==> src/rtl/pll_loop_filter.sv <==
// PI loop filter: integrates synchronized up/dn steps per UPDATE_DIV window and drives a saturated 16-bit DAC code.
// Latency 2 sync + 2 pipeline clk after the window ends; no backpressure. Optional lock detect under LOOP_LOCK_DETECT_EN.
module pll_loop_filter #(
  parameter int          UPDATE_DIV = 64,
  parameter int          KP_SHIFT   = 4,
  parameter int          KI_SHIFT   = 0,
  parameter int          INT_W      = 24,
  parameter logic [15:0] OFFSET     = 16'h8000,
  parameter int          LOCK_TOL   = 2,
  parameter int          LOCK_CNT   = 8
) (
  input  logic        clk,
  input  logic        rst,
  input  logic        en,
  input  logic        up,
  input  logic        dn,
  output logic [15:0] dac_word,
  output logic        dac_upd,
  output logic        lock
);

  localparam int CNT_W = $clog2(UPDATE_DIV);
  localparam int ACC_W = CNT_W + 2;
  localparam int SW    = INT_W + 2;

  localparam logic signed [SW-1:0] INT_MAX = {3'b000, {(INT_W-1){1'b1}}};
  localparam logic signed [SW-1:0] INT_MIN = {3'b111, {(INT_W-1){1'b0}}};
  localparam logic signed [SW-1:0] DAC_MAX = {{(SW-16){1'b0}}, 16'hFFFF};
  localparam logic signed [SW-1:0] OFF_EXT = {{(SW-16){1'b0}}, OFFSET};

  logic                    up_s1_q, up_s2_q, dn_s1_q, dn_s2_q;
  logic [CNT_W-1:0]        cnt_q, cnt_d;
  logic signed [ACC_W-1:0] acc_q, acc_d, err_q, err_d;
  logic                    c1_q, c1_d, c2_q, c2_d;
  logic signed [INT_W-1:0] integ_q, integ_d;
  logic [15:0]             dac_q, dac_d;
  logic                    upd_q, upd_d;

  logic signed [ACC_W-1:0] step, acc_sum;
  logic signed [SW-1:0]    err_ext, integ_ext, integ_sum, integ_sat, dac_sum;
  logic [15:0]             dac_clamp;

  always_comb begin
    step = '0;
    if (up_s2_q && !dn_s2_q) begin
      step = {{(ACC_W-1){1'b0}}, 1'b1};
    end else if (dn_s2_q && !up_s2_q) begin
      step = '1;
    end
    acc_sum = acc_q + step;

    cnt_d = cnt_q;
    acc_d = acc_q;
    err_d = err_q;
    c1_d  = 1'b0;
    if (!en) begin
      cnt_d = '0;
      acc_d = '0;
    end else if (cnt_q == CNT_W'(UPDATE_DIV - 1)) begin
      cnt_d = '0;
      acc_d = '0;
      err_d = acc_sum;
      c1_d  = 1'b1;
    end else begin
      cnt_d = cnt_q + 1'b1;
      acc_d = acc_sum;
    end

    err_ext   = {{(SW-ACC_W){err_q[ACC_W-1]}}, err_q};
    integ_ext = {{2{integ_q[INT_W-1]}}, integ_q};

    // Integrator saturates instead of wrapping so a long one-sided run cannot flip the code.
    integ_sum = integ_ext + (err_ext <<< KI_SHIFT);
    integ_sat = integ_sum;
    if (integ_sum > INT_MAX) begin
      integ_sat = INT_MAX;
    end else if (integ_sum < INT_MIN) begin
      integ_sat = INT_MIN;
    end
    integ_d = c1_q ? integ_sat[INT_W-1:0] : integ_q;
    c2_d    = c1_q;

    dac_sum   = integ_ext + (err_ext <<< KP_SHIFT) + OFF_EXT;
    dac_clamp = dac_sum[15:0];
    if (dac_sum[SW-1]) begin
      dac_clamp = 16'h0000;
    end else if (dac_sum > DAC_MAX) begin
      dac_clamp = 16'hFFFF;
    end
    dac_d = c2_q ? dac_clamp : dac_q;
    upd_d = c2_q;
  end

  always_ff @(posedge clk or negedge rst) begin
    if (!rst) begin
      up_s1_q <= 1'b0;
      up_s2_q <= 1'b0;
      dn_s1_q <= 1'b0;
      dn_s2_q <= 1'b0;
      cnt_q   <= '0;
      acc_q   <= '0;
      err_q   <= '0;
      c1_q    <= 1'b0;
      c2_q    <= 1'b0;
      integ_q <= '0;
      dac_q   <= OFFSET;
      upd_q   <= 1'b0;
    end else begin
      up_s1_q <= up;
      up_s2_q <= up_s1_q;
      dn_s1_q <= dn;
      dn_s2_q <= dn_s1_q;
      cnt_q   <= cnt_d;
      acc_q   <= acc_d;
      err_q   <= err_d;
      c1_q    <= c1_d;
      c2_q    <= c2_d;
      integ_q <= integ_d;
      dac_q   <= dac_d;
      upd_q   <= upd_d;
    end
  end

  assign dac_word = dac_q;
  assign dac_upd  = upd_q;

`ifdef LOOP_LOCK_DETECT_EN
  localparam int RUN_W = $clog2(LOCK_CNT + 1);
  localparam logic signed [ACC_W-1:0] TOL_P = ACC_W'(LOCK_TOL);
  localparam logic signed [ACC_W-1:0] TOL_N = -TOL_P;

  logic [RUN_W-1:0] run_q, run_d;
  logic             in_tol;

  always_comb begin
    in_tol = (err_q <= TOL_P) && (err_q >= TOL_N);
    run_d  = run_q;
    if (!en) begin
      run_d = '0;
    end else if (c1_q) begin
      if (!in_tol) begin
        run_d = '0;
      end else if (run_q != RUN_W'(LOCK_CNT)) begin
        run_d = run_q + 1'b1;
      end
    end
  end

  always_ff @(posedge clk or negedge rst) begin
    if (!rst) begin
      run_q <= '0;
    end else begin
      run_q <= run_d;
    end
  end

  assign lock = (run_q == RUN_W'(LOCK_CNT));
`else
  assign lock = 1'b0;
`endif

endmodule

==> config.mk <==
export PLATFORM = sky130hd
export DESIGN_NAME = pll_loop_filter
export DESIGN_NICKNAME = d
export VERILOG_FILES = /design/src/rtl/pll_loop_filter.sv
export SDC_FILE = /design/constraint.sdc
export NUM_CORES = 1
export LEC_CHECK = 0
export ABC_AREA = 0
export CORE_MARGIN = 10
export CORE_UTILIZATION = 55
export CTS_BUF_LIST = sky130_fd_sc_hd__clkbuf_2 sky130_fd_sc_hd__clkbuf_4 sky130_fd_sc_hd__clkbuf_8
export DETAILED_ROUTE_END_ITERATION = 7
export PLACE_DENSITY = 0.81
export SYNTH_ARGS = -nofsm -noshare
export SYNTH_HDL_FRONTEND = slang
export SYNTH_SLANG_ARGS = --single-unit
==> constraint.sdc <==
create_clock -name clk -period 4.15 [get_ports clk]
set_input_delay 0.415 -clock clk [delete_from_list [all_inputs] [get_ports clk]]
set_output_delay 0.415 -clock clk [all_outputs]
set_load 0.02 [all_outputs]
**Word-level counts from Yosys, hierarchy flattened**

Cells that the tools add are included.

- Input bits: 5
- Logic and storage cells: 38
- Output and inout bits: 18
- Flip-flop bits (word level): 69

- Multiplexer cells: 12
- Equality and inequality tests: 1
- Magnitude comparators: 3
- Add/subtract/negate cells: 5
- Reduce and logical (&&, ||, !) cells: 5

Operator list:

| operator | count |
|---|---|
| $mux W24 | 2 |
| $mux W16 | 2 |
| $mux W8 | 4 |
| $add A25 B17 Y26 const B | 1 |
| $gt A26 B17 Y1 const B | 1 |
| $add A24 B12 Y25 | 1 |
| $add A24 B8 Y25 | 1 |
| $gt A25 B24 Y1 const B | 1 |
| $lt A25 B24 Y1 const B | 1 |
| $mux W6 | 2 |
| $add A8 B8 Y8 | 1 |
| $add A6 B1 Y6 const B | 1 |
| $eq A6 B6 Y1 const B | 1 |
| $logic_and A1 B1 Y1 | 2 |
| $logic_not A1 Y1 | 2 |
| $mux W1 | 2 |
| $reduce_and A2 Y1 | 1 |

**Logic depth before layout (Yosys ltp)**

- Depth in word-level cells: 7
- Mapped depth: 14
- Gate-level depth less buffers: 13

**Worst setup path before layout**

No wires, ideal clock.

- Path type: reg2reg
- Start point: reg err_q[7]
- End point: reg dac_q[6] (netlist: dac_word[6])
- Period minus slack after synthesis: 3.898 ns
- Path slack: 0.252 ns
- Stages on the path, launching flop included: 12
- Arrival time: 3.774 ns
- Path buffers: 1
- Setup time: 0.124 ns
- Data required time: 4.026 ns
- Path through: dfrtp_1 ha_1 fa_1 nor4_1 o2111ai_1 a31oi_2 o21bai_1 xnor2_2 nor4_4 a211oi_4 buf_6 a211o_1

- Longest elaborated chain between the ends: 5

Ends and longest elaborated chain:

| item | line | text |
|---|---|---|
| start, declared | 33 | `logic signed [ACC_W-1:0] acc_q, acc_d, err_q, err_d;` |
| start signal, assigned | 115 | `err_q <= err_d;` |
| $add A24 B12 Y25 * | 83 | `dac_sum = integ_ext + (err_ext <<< KP_SHIFT) + OFF_EXT;` |
| $add A25 B17 Y26 * | 83 |  |
| $gt A26 B17 Y1 | 87 | `end else if (dac_sum > DAC_MAX) begin` |
| $mux W16 | 87 |  |
| $mux W16 * | 85 | `if (dac_sum[SW-1]) begin` |
| end signal, assigned | 106 | `dac_q <= OFFSET;` |
| end signal, assigned | 119 | `dac_q <= dac_d;` |
| end, declared | 36 | `logic [15:0] dac_q, dac_d;` |

Every way passes the cells marked *; elsewhere a longest branch is shown, timed or not.
A chain may end at the register's enable or synchronous reset.

**Final worst setup path**

- Start point: reg err_q[1]
- End point: reg dac_q[15] (netlist: dac_word[15])

Same word-level chain as after synthesis.

==> flow_metrics.py <==
metrics = {
    "final_layout": {
        "post-route-util_pct": 61.9,
        "diodes": 0,
        "layout_commonest_cell": "dfrtp_1",
        "stdcell_area_um2": 6050,
        "area_growth_syn_to_layout_pct": 10.2,
        "drive_gt1_share_pct": 7.31,
        "final_cell_mix": "dfrtp_1 (68), ha_1 (61), nor2_1 (60), inv_1 (47), nand2_1 (38)",
        "nets": 687,
        "final_cell_count_no_fill": 749,
    },
    "run": {
        "max-cap-violations": 0,
    },
    "placement": {
        "place_hpwl_mm": 9.15,
        "pre_cts_slack_ns": 0.405,
        "place_congestion": 0.925,
        "place_area_um2": 5820,
        "dp_cells": 733,
        "port_buffers": 21,
    },
    "setup_path": {
        "critical_path_class": "flip-flop to flip-flop",
        "cp.arrival_ns": 4.11,
        "cp_max_fo": 16,
        "crit_path_max_incr_delay_ns": 0.61,
        "cp-startpoint": "err_q[1]",
        "slowest_stage": "a211oi_4",
        "cp_num_buf_inv": 1,
        "crit-reg2reg-launch": "err_q[1]",
        "critPathTopFamily": "compound AO/OA/AOI/OAI gates",
        "required_ns": 4.44,
        "path_common_cell": "ha_1",
        "worstSetupStartpointType": "flip-flop",
        "cp_cell_sequence": "ha_1 > ha_1 > inv_1 > fa_1 > nor2b_4 > o31a_1 > o311a_4 > o41a_1 > a21oi_1 > and4b_1 > nor3_2 > a211oi_4 > a221o_1",
        "crit_path_end_kind": "flip-flop",
        "rr_worst_depth": 13,
        "reg2reg_to": "dac_word[15]",
        "r2r_slack_ns": 0.33,
    },
    "timing": {
        "skew_ns": 0.0149,
        "setup_viol": 0,
        "fin_ws_ns": 0.333,
        "drv_slew": 0,
        "fmax_mhz": 262,
        "rsz0062_at_grt": "false",
        "fin_crit_ns": 3.82,
        "relSlewSlack_pct": 55.6,
        "whs_ns": 0.0787,
        "tightestPinTransition_ns": 0.667,
        "hold_viol_final": 0,
        "tns_ns": 0,
        "min_period_over_period_pct": 92.0,
    },
    "synthesis": {
        "yosysWarnings": 0,
        "ys_types": 76,
        "ys_async_sr_fraction_pct": 100,
        "syn-num-nets": 666,
        "avgSynthCellArea_um2": 9.31,
        "yosys_most_used_dff": "dfrtp_1",
        "synth_edf_count": 0,
        "seq_area_frac_synth_pct": 31.4,
        "synthCells": 590,
        "syn-cell-area_um2": 5500,
        "synth_seq_cells": 69,
    },
    "floorplan": {
        "die_y_um": 120,
        "die-area_um2": 14400,
        "die-width_um": 120,
        "coreArea_um2": 9770,
        "pin_count": 23,
        "start_util_pct": 56.2,
        "placementRows": 36,
    },
    "global_routing": {
        "grt_start_max_net_pins": 42,
        "grt_use_total_pct": 17.5,
        "grt_pass1_wl_mm": 21.2,
        "grt.overflow.total": 0,
        "antenna_found_initial": 0,
        "grt_pass1_vias": 4439,
    },
    "outcome": {
        "outcome": "completed",
    },
    "drt": {
        "ant_nets": 0,
        "drc": 0,
        "vias_per_cell": 5.96,
        "post_drt_wl_per_cell_um": 16.2,
        "drt-initial-drc-count": 461,
        "finalWirelength_mm": 12.1,
        "drt_pass1_iterations": 5,
        "vias": 4467,
    },
    "clock_tree": {
        "root_buffer": "clkbuf_8",
        "clk_pin_slew_ns": 0.09,
        "clk_latency_ns": 0.36,
        "cts_hold_buf": 0,
        "cts_made_buffers": 9,
        "tritoncts": "done",
        "cts_setup_buffers": 0,
        "clock-sinks": 69,
        "cts_resized": 0,
        "cts_max_level": 3,
        "clock_path_buffers": 2,
    },
    "worst_hold_path": {
        "hold_class": "input port to asynchronous set/reset pin",
    },
    "power": {
        "p_per_area_nw_per_um2": 238,
        "power.ir.vdd_worst_mv": 0.174,
        "power_mw": 1.44,
        "p_leak_nw": 3.03,
    },
}
==> area by class of cell <==
type | instances | area, um2
inverter | 47 | 176
fill | 798 | 3720
multi-input combinational | 455 | 3490
tap | 133 | 166
clock buffer | 9 | 124
timing repair buffer | 29 | 265
sequential | 69 | 1730
clock inverter | 7 | 105
==> logic make-up after synthesis <==
kind of cell	synth area share, %
AO/OA/AOI/OAI	22.4
XOR/XNOR	8.27
adder cells (fa/ha/maj)	17.9
buffers and inverters	5.08
flip-flops	31.4
multiplexers	0.820
other	0.0682
AND/OR/NAND/NOR	14.1
==> synth_stat cells, types with 3 or more instances <==
master    count  area [um2]
o221ai_1      3        26.3
o22ai_1      21         131
o211ai_1      3        22.5
buf_2         3        15.0
xnor2_1      30         263
nand2b_1      8        50.1
clkbuf_1     10        37.5
o311a_1       3        30.0
or2b_1        3        22.5
or2_2         4        25.0
nand2_1      38         143
nor2_1       60         225
nor3_1        4        20.0
o21bai_1      7        52.6
xor2_1       15         131
ha_1         61         763
nand3_1       7        35.0
inv_1        47         176
fa_1         10         200
o21a_1       10        75.1
a21o_1       15         113
nand4_1       6        37.5
dfrtp_1      68        1700
nor2b_1       4        25.0
and2_1        5        31.3
and3_1        4        25.0
a221o_1      15         150
a21oi_1      32         160
a211oi_1      5        37.5
a211o_1       4        35.0
a31oi_1       6        37.5
o21ai_0      24         120
o21ai_1       3        15.0
==> routing by layer <==
metal,routed length (um),global-route usage [%]
met5,0,0
met3,673,4.36
met1,5740,22.8
met4,184,5.43
met2,5520,27.8
==> worst max-delay path by stage <==
stage	endpoint	slack, ns	cells past startpoint
after global placement	dac_word[15]	0.51	13
after detailed placement	dac_word[15]	0.41	13
final	dac_word[15]	0.33	13
after floorplan	dac_word[6]	0.25	11
after CTS	dac_word[15]	0.34	13
after global routing	dac_word[14]	0.03	12
==> state kept, by name, summed over array words and instances, names as in the netlist <==
name and flops:
dac_word 16, acc_q 8, up_s1_q 1, c1_q 1
dn_s1_q 1, up_s2_q 1, c2_q 1, cnt_q 6
dn_s2_q 1, err_q 8, integ_q 24, dac_upd 1
==> power by group <==
group	leakage (nW)	internal [mW]	switching (mW)	total (mW)
Clock	0.112	0.347	0.295	0.641
Combinational	1.98	0.0389	0.0634	0.102
Sequential	0.942	0.691	0.00824	0.699
Total	3.03	1.08	0.366	1.44
No activity file was read; power rests on OpenSTA's default activity.
